$ cat src/rtl/hs_lock_aligner.sv
// hs_lock_aligner
// Finds the 64b/66b sync-header offset in the gearbox receive buffer.
// NUM_SEEKERS parallel seekers each scan a contiguous slice of the NUM_POS
// candidate offsets with a HUNT/VERIFY/LOCKED state machine. A sticky
// registered arbiter reports one locked seeker downstream.
//
// Ports:
//   clk_i       in   system clock
//   rst_i       in   synchronous active-high reset
//   gbox_buffer in   gearbox buffer view, BUF_W bits
//   buffer_dv   in   gbox_buffer holds a new frame this cycle
//   is_synced   out  reported offset belongs to a locked seeker
//   offset_pos  out  offset of the selected seeker (holds when unsynced)
//   winner_idx  out  index of the selected seeker (holds when unsynced)
//   locked_vec  out  per-seeker LOCKED flags, same pipeline stage as is_synced
//   lock_lost   out  one-cycle pulse the cycle after is_synced falls
module hs_lock_aligner #(
  parameter int BUF_W       = 194,
  parameter int NUM_POS     = 66,
  parameter int NUM_SEEKERS = 4,
  parameter int LOCK_CNT    = 4,
  parameter int WIN_LEN     = 16,
  parameter int BAD_MAX     = 4,
  // Derived widths; leave at their defaults.
  parameter int POS_W       = $clog2(NUM_POS),
  parameter int IDX_W       = (NUM_SEEKERS > 1) ? $clog2(NUM_SEEKERS) : 1
) (
  input  logic                   clk_i,
  input  logic                   rst_i,
  input  logic [BUF_W-1:0]       gbox_buffer,
  input  logic                   buffer_dv,
  output logic                   is_synced,
  output logic [POS_W-1:0]       offset_pos,
  output logic [IDX_W-1:0]       winner_idx,
  output logic [NUM_SEEKERS-1:0] locked_vec,
  output logic                   lock_lost
);

  localparam int BIDX_W = $clog2(BUF_W);
  localparam int GOOD_W = $clog2(LOCK_CNT + 1);
  localparam int WIN_W  = $clog2(WIN_LEN + 1);
  localparam int BAD_W  = $clog2(BAD_MAX + 1);

  typedef enum logic [1:0] {
    ST_HUNT   = 2'd0,
    ST_VERIFY = 2'd1,
    ST_LOCKED = 2'd2
  } state_t;

  // A sync header is valid only when its two bits differ (01 or 10).
  function automatic logic hdr_valid(input logic [1:0] hdr);
    return hdr[1] ^ hdr[0];
  endfunction

  logic [NUM_SEEKERS-1:0] w_locked;
  logic [POS_W-1:0]       w_pos_all [NUM_SEEKERS];

  for (genvar k = 0; k < NUM_SEEKERS; k++) begin : g_seeker
    localparam logic [POS_W-1:0] BASE = POS_W'((k * NUM_POS) / NUM_SEEKERS);
    localparam logic [POS_W-1:0] LAST = POS_W'(((k + 1) * NUM_POS) / NUM_SEEKERS - 1);

    state_t            r_state, w_state_nxt;
    logic [POS_W-1:0]  r_pos, w_pos_nxt, w_pos_slip;
    logic [GOOD_W-1:0] r_good, w_good_nxt, w_good_inc;
    logic [WIN_W-1:0]  r_win, w_win_nxt, w_win_inc;
    logic [BAD_W-1:0]  r_bad, w_bad_nxt, w_bad_inc;
    logic [BIDX_W-1:0] w_hdr_idx;
    logic              w_hdr_ok;

    assign w_hdr_idx  = BIDX_W'(r_pos);
    assign w_hdr_ok   = hdr_valid(gbox_buffer[w_hdr_idx +: 2]);
    // Slip wraps inside this seeker's own slice only.
    assign w_pos_slip = (r_pos == LAST) ? BASE : (r_pos + POS_W'(1));
    assign w_good_inc = r_good + GOOD_W'(1);
    assign w_win_inc  = r_win + WIN_W'(1);
    assign w_bad_inc  = r_bad + (w_hdr_ok ? BAD_W'(0) : BAD_W'(1));

    assign w_locked[k]  = (r_state == ST_LOCKED);
    assign w_pos_all[k] = r_pos;

    // Seeker state, position and counters.
    always_ff @(posedge clk_i) begin
      if (rst_i) begin
        r_state <= ST_HUNT;
        r_pos   <= BASE;
        r_good  <= GOOD_W'(0);
        r_win   <= WIN_W'(0);
        r_bad   <= BAD_W'(0);
      end else begin
        r_state <= w_state_nxt;
        r_pos   <= w_pos_nxt;
        r_good  <= w_good_nxt;
        r_win   <= w_win_nxt;
        r_bad   <= w_bad_nxt;
      end
    end

    // Seeker next-state: only frames with buffer_dv advance anything.
    always_comb begin
      w_state_nxt = r_state;
      w_pos_nxt   = r_pos;
      w_good_nxt  = r_good;
      w_win_nxt   = r_win;
      w_bad_nxt   = r_bad;
      if (buffer_dv) begin
        case (r_state)
          ST_HUNT: begin
            if (w_hdr_ok) begin
              w_good_nxt  = GOOD_W'(1);
              w_win_nxt   = WIN_W'(0);
              w_bad_nxt   = BAD_W'(0);
              w_state_nxt = (LOCK_CNT == 1) ? ST_LOCKED : ST_VERIFY;
            end else begin
              w_pos_nxt = w_pos_slip;
            end
          end
          ST_VERIFY: begin
            if (w_hdr_ok) begin
              w_good_nxt = w_good_inc;
              if (w_good_inc == GOOD_W'(LOCK_CNT)) begin
                w_state_nxt = ST_LOCKED;
                w_win_nxt   = WIN_W'(0);
                w_bad_nxt   = BAD_W'(0);
              end else begin
                w_state_nxt = ST_VERIFY;
              end
            end else begin
              w_pos_nxt   = w_pos_slip;
              w_good_nxt  = GOOD_W'(0);
              w_state_nxt = ST_HUNT;
            end
          end
          ST_LOCKED: begin
            // Unlock wins over a window rollover on the same frame.
            if (w_bad_inc == BAD_W'(BAD_MAX)) begin
              w_pos_nxt   = w_pos_slip;
              w_good_nxt  = GOOD_W'(0);
              w_win_nxt   = WIN_W'(0);
              w_bad_nxt   = BAD_W'(0);
              w_state_nxt = ST_HUNT;
            end else if (w_win_inc == WIN_W'(WIN_LEN)) begin
              w_win_nxt = WIN_W'(0);
              w_bad_nxt = BAD_W'(0);
            end else begin
              w_win_nxt = w_win_inc;
              w_bad_nxt = w_bad_inc;
            end
          end
          default: begin
            w_state_nxt = ST_HUNT;
            w_pos_nxt   = BASE;
            w_good_nxt  = GOOD_W'(0);
            w_win_nxt   = WIN_W'(0);
            w_bad_nxt   = BAD_W'(0);
          end
        endcase
      end else begin
        w_state_nxt = r_state;
      end
    end
  end

  logic                   r_synced, r_synced_d, r_lost;
  logic [IDX_W-1:0]       r_winner;
  logic [POS_W-1:0]       r_offset;
  logic [NUM_SEEKERS-1:0] r_locked_vec;
  logic                   w_any_locked;
  logic [IDX_W-1:0]       w_low_idx;
  logic                   w_synced_nxt;
  logic [IDX_W-1:0]       w_winner_nxt;
  logic [POS_W-1:0]       w_offset_nxt;

  assign w_any_locked = |w_locked;

  // Lowest-index locked seeker; scanning downward lets lower indices win.
  always_comb begin
    w_low_idx = {IDX_W{1'b0}};
    for (int k = NUM_SEEKERS - 1; k >= 0; k--) begin
      if (w_locked[k]) begin
        w_low_idx = IDX_W'(k);
      end else begin
        w_low_idx = w_low_idx;
      end
    end
  end

  // Sticky arbitration: keep the current winner while it stays locked.
  always_comb begin
    w_synced_nxt = r_synced;
    w_winner_nxt = r_winner;
    w_offset_nxt = r_offset;
    if (w_locked[r_winner]) begin
      w_synced_nxt = 1'b1;
      w_offset_nxt = w_pos_all[r_winner];
    end else if (w_any_locked) begin
      w_synced_nxt = 1'b1;
      w_winner_nxt = w_low_idx;
      w_offset_nxt = w_pos_all[w_low_idx];
    end else begin
      w_synced_nxt = 1'b0;
    end
  end

  // Output registers; lock_lost fires one cycle after is_synced drops.
  always_ff @(posedge clk_i) begin
    if (rst_i) begin
      r_synced     <= 1'b0;
      r_synced_d   <= 1'b0;
      r_lost       <= 1'b0;
      r_winner     <= {IDX_W{1'b0}};
      r_offset     <= {POS_W{1'b0}};
      r_locked_vec <= {NUM_SEEKERS{1'b0}};
    end else begin
      r_synced     <= w_synced_nxt;
      r_synced_d   <= r_synced;
      r_lost       <= r_synced_d & ~r_synced;
      r_winner     <= w_winner_nxt;
      r_offset     <= w_offset_nxt;
      r_locked_vec <= w_locked;
    end
  end

  assign is_synced  = r_synced;
  assign offset_pos = r_offset;
  assign winner_idx = r_winner;
  assign locked_vec = r_locked_vec;
  assign lock_lost  = r_lost;

endmodule

$ cat config.mk
export PLATFORM = sky130hd
export DESIGN_NAME = hs_lock_aligner
export DESIGN_NICKNAME = d
export VERILOG_FILES = /design/src/rtl/hs_lock_aligner.sv
export SDC_FILE = /design/constraint.sdc
export NUM_CORES = 1
export LEC_CHECK = 0
export BUFFER_PORTS_ARGS = -buffer_cell sky130_fd_sc_hd__buf_2
export CAP_MARGIN = 10
export CORE_UTILIZATION = 60
export CTS_CLUSTER_SIZE = 24
export DETAILED_ROUTE_END_ITERATION = 16
export PLACE_DENSITY = 0.83
export SYNTH_ARGS = -nofsm -noshare
export SYNTH_HDL_FRONTEND = slang
export SYNTH_SLANG_ARGS = --single-unit
export TNS_END_PERCENT = 5
$ cat constraint.sdc
create_clock -name clk_i -period 6 [get_ports clk_i]
set_input_delay 0.9 -clock clk_i [delete_from_list [all_inputs] [get_ports clk_i]]
set_output_delay 0.9 -clock clk_i [all_outputs]
set_load 0.005 [all_outputs]
======== Word level (Yosys, flattened, before mapping) ========
Index checks and enable logic that the tools add are counted.
word-level totals
  memory bits (read-only) ................. 0
  memories kept ........................... 0
  register bits after elaboration ......... 96
  bits of input ports ..................... 197
  RAM bits ................................ 0
  latch bits .............................. 0
operators by class
  $mul .................................... 0
  muxes and demuxes ....................... 120
  shifts and indexed selects .............. 4
  order comparisons ....................... 3
  equal/unequal tests ..................... 44
  bitwise operators ....................... 9
  reduce and logical (&&, ||, !) cells .... 23
  div/mod/pow operators ................... 0
  add/subtract/negate cells ............... 16
operators by type and width
  operator                                                          count
  194-bit by 8-bit indexed part select with 2-bit output            4
  7-bit two-way mux                                                 18
  5-bit two-way mux                                                 20
  3-bit two-way mux                                                 32
  3-bit case mux with 3 select lines                                8
  5-bit case mux with 3 select lines                                4
  7-bit case mux with 2 select lines                                4
  2-bit two-way mux                                                 20
  2-bit != test (second input constant)                             16
  7-bit by 1-bit adder with 7-bit output (second input constant)    4
  7-bit binary-select mux with 2-bit select                         2
  3-bit == test (second input constant)                             8
  2-bit case mux with 3 select lines                                4
  3-bit AND reduction                                               8
  5-bit by 1-bit adder with 5-bit output (second input constant)    4
  5-bit == test (second input constant)                             4
  4-bit AND reduction                                               4
  7-bit by 6-bit == test with 1-bit output (second input constant)  2
  3-bit by 1-bit adder with 3-bit output                            4
  3-bit by 1-bit adder with 3-bit output (second input constant)    4
  2-bit by 1-bit == test with 1-bit output (second input constant)  4
  2-bit == test (second input constant)                             4
  2-bit zero test                                                   4
  2-bit by 1-bit != test with 1-bit output (second input constant)  4
  other kinds (14)                                                  29

======== Longest topological paths before layout ========
  word-level depth ........................ 11
  mapped depth ............................ 22
  mapped depth without buffers ............ 17

======== Worst setup path before layout ========
OpenSTA, ideal clock, no wires.
  kind .................................... in2reg
  start point ............................. input gbox_buffer[15]
  end point ............................... register g_seeker[1].r_pos[3]
  data arrival time ....................... 4.558 ns
  stages .................................. 16
  slack ................................... 1.341 ns
  required time ........................... 5.899 ns
  cells stage by stage .................... mux4_2 -> a211o_1 -> a2111oi_0 -> a31o_2 -> o21a_1 -> or2_1 -> buf_2 -> nor2_1 -> ha_1 -> nor2b_1 -> nor2_1 -> or3_1 -> a211o_1 -> a31oi_2 -> nand2_1 -> o41ai_1
between the ends
  word-level cells in the longest chain between the ends .. 7
  elaborated cells on any way between the ends .. 8
RTL lines
  what                                                        line  RTL
  start: declaration                                          30    input logic [BUF_W-1:0] gbox_buffer,
  194-bit by 8-bit indexed part select with 2-bit output (*)  71    assign w_hdr_ok = hdr_valid(gbox_buffer[w_hdr_idx +: 2]);
  1-bit XOR (*)                                               52    return hdr[1] ^ hdr[0];
  1-bit two-way mux                                           76    assign w_bad_inc = r_bad + (w_hdr_ok ? BAD_W'(0) : BAD_W'(1));
  3-bit by 1-bit adder with 3-bit output                      76
  3-bit == test                                               135   if (w_bad_inc == BAD_W'(BAD_MAX)) begin
  2-bit by 1-bit != test with 1-bit output (no source line)   n/a
  3-bit AND reduction (no source line) (*)                    n/a
  end signal: assignment                                      91    r_pos <= w_pos_nxt;
  end: declaration                                            63    logic [POS_W-1:0] r_pos, w_pos_nxt, w_pos_slip;
Every way passes the cells marked *; elsewhere a longest branch is shown, timed or not.
A chain may end at the register's enable or synchronous reset.

======== Worst setup path after layout ========
  start point ............................. register g_seeker[0].r_pos[0]
  end point ............................... register g_seeker[0].r_pos[4]
between the ends
  word-level cells in the longest chain between the ends .. 7
  elaborated cells on any way between the ends .. 14
RTL lines
  what                                                       line
  start: declaration                                         63
  start signal: assignment                                   91
  194-bit by 8-bit indexed part select with 2-bit output     71
  1-bit XOR                                                  52
  1-bit two-way mux                                          76
  3-bit by 1-bit adder with 3-bit output                     76
  3-bit == test                                              135
  2-bit by 1-bit != test with 1-bit output (no source line)  n/a
  3-bit AND reduction (no source line)                       n/a
Parallel ways exist; a longest one is shown, timed or not. The select of a mux whose other input is x is not followed.

==> qor.txt <==
status - complete, no violations
Critical Path RT - 6.28 ns
YS warnings - 0
global placer's final weighted congestion - 1.06
number of port buffers - 146
FILL cells - 1864
Avg Inst Size Synth - 9.86 um^2
unrepaired setup endpoints after global routing - no
MaxCap Viol Count - 0
PD cells - 275 nW/um^2
Pleak - 5.61 nW
slew margin rel. - 27.8%
worst vdd ir - 0.000173 V
Worst Setup Path Type - flip-flop to flip-flop
flops & latches, synth - 96
CTS-repair resized insts - 0
Syn Nets - 1695
CP arrival - 5.60 ns
Mapped Area - 14500 um^2
ys flop type - dfxtp_1
CP max stage delay - 1.04 ns
DRC violations left - 0
largest net degree at the start of global routing - 64
Place WS - 0.917 ns
Site Rows - 56
H-tree depth - 3
TritonCTS clock tree - yes
Starting DRT DRC Count - 2704
DR vias - 14900
Post-Synth XOR/XNOR Area - 0.594%
Max FO, Critical Path - 60
Post-synth EDFFs - 0
root buffer cell - clkbuf_16
clock sinks - 96
crit-path leading delay family - simple AND/OR/NAND/NOR gates
most used cell, CP - nor2_1
total CTS buffers - 9
die footprint - 24900 um^2
setup TNS - 0 ns
Syn Inst Count - 1475
CP Buf/Inv Count - 1
Setup Viol. Count Final - 0
commonest non-fill, non-tap cell in the layout - mux4_2
placed instance area - 15300 um^2
CP max-delay cell - dfxtp_4
io pins - 212
largest family of logic cells by synthesized area - multiplexers
crit-path cells - buf_4 -> mux4_2 -> a221oi_1 -> o22ai_1 -> nor3_2 -> o21a_4 -> or2_1 -> nor2_1 -> ha_1 -> xnor2_1 -> nor2_1 -> nand3_1 -> nor3_1 -> a211oi_1 -> or4_1 -> a21oi_1
Post-CTS Hold Buffers - 0
final worst-path cycle share - 88.6%
DP Wirelength - 37800 um
adder-cell share of the synthesized area - 1.98%
commonest non-fill, non-tap cells in the layout - 240 x mux4_2, 146 x nand2_1, 146 x buf_2
gr ovfl total - 0
Synth Area in Simple Gates - 16.8%
worst skew pair latency - 0.35 ns
Post-synth ARST share - 0%
Fin. Hold Viols - 0
initial antenna violation count - 2
measured slew at the worst slew-check pin - 1.08 ns
vias per cell - 8.00
layout overhead on the synthesized area - 7.82%
Die X - 158 um
crit path capture type - flip-flop
Post-Route WL - 52600 um
FMAX - 0.188 GHz
Worst Hold Class - flip-flop to flip-flop
Pre-Repair DR Iteration Count - 6
Final Max Tran Viols - 0
initial core utilization - 61.6%
area of the core - 23600 um^2
Final Instance Area - 15700 um^2
area fraction in compound gates after synthesis - 17.4%
sequential element share of the synthesized area - 13.2%
Worst-path clk slew - 0.07 ns
antenna viol nets, final - 0
crit path time final - 5.32 ns
final setup margin - 0.682 ns
detailed-route wire length per cell - 28.1 um
Post-Route Skew - 0.0110 ns
die height - 158 um
first-pass GRT wire length - 80000 um
dpl cells - 1851
Worst setup SP type - flip-flop
share of post-route cells with drive strength above 1 - 32.8%
post-synthesis mux area share - 43.8%
setup bufs post-CTS - 0
Longest Clk Path Bufs - 2
Util after Layout - 66.4%
number of global-route vias before repair - 13700
Tot GR Track Use - 42.8%
fin nets - 1763
Yosys cell types - 92
post-route insts no fill - 1869
[state kept, by name, summed over array words and instances (netlist names)]
register and cells:
r_synced_d 1, winner_idx 2, g_seeker.r_state 8, locked_vec 4, offset_pos 7, g_seeker.r_bad 12
g_seeker.r_win 20, g_seeker.r_pos 28, is_synced 1, g_seeker.r_good 12, lock_lost 1
[metal layers]
layer  track usage, %  routed length, um  up-vias
li1                 -                  -     6133
met1             55.5              17900     7038
met2             63.0              22400     1477
met3             11.1               7990      299
met4             28.8               4240        2
met5                0                 13        -
[cell type report]
cell class              instances  area (um^2)  share of cell area (%)
clock inverters                 4         55.1                   0.351
flip-flops and latches         96         1940                    12.4
inverters                      46          173                    1.10
well taps                     319          399                    2.55
repair buffers                191         1110                    7.05
multi-input cells            1199        11700                    74.7
clock buffers                  12          289                    1.84
diodes                          2         5.00                  0.0319
[worst paths after layout]
path | start | to | slack (ns) | cells after the start
max reg2reg | g_seeker[0].r_pos[0] | g_seeker[0].r_pos[4] | 0.68 | 16
max | g_seeker[0].r_pos[0] | g_seeker[0].r_pos[4] | 0.68 | 16
min reg2reg | is_synced | lock_lost | 0.43 | 1
min | is_synced | lock_lost | 0.43 | 1
[kinds of logic after synthesis]
| group | after synthesis |
|---|---|
| AOI/OAI and AO/OA | 351 |
| xor gates and xnor gates | 9 |
| and+or+nand+nor | 485 |
| adders and majority gates | 23 |
| buffers and inverters | 180 |
| muxes | 331 |
| DFF | 96 |
[cells in the mapped netlist, drive strengths merged, types with 25 or more instances]
cell    count  area (um^2)
nand2     146          548
mux2i      64          641
nor2b      40          250
nand2b     29          181
a22oi      25          188
clkbuf     63          236
mux2       26          293
nand3      50          250
o22ai      32          200
nor2       95          357
nor3       29          166
dfxtp      96         1920
a21oi      65          329
inv        40          150
o21ai      45          233
mux4      241         5430
buf        71          503
[through the flow]
step	hold slack, ns	total power, W
2_1_floorplan	0.436	0.00299
5_1_grt	0.447	0.00452
6_report	0.430	0.00432
4_1_cts	0.432	0.00424
3_3_place_gp	0.421	0.00351
3_5_place_dp	0.423	0.00358
[power by group]
group	switching [W]	internal, W
Clock	0.000270	0.000389
Sequential	0.000339	0.000716
Combinational	0.00130	0.00131
Total	0.00191	0.00241
No activity file was read; power rests on OpenSTA's default activity.
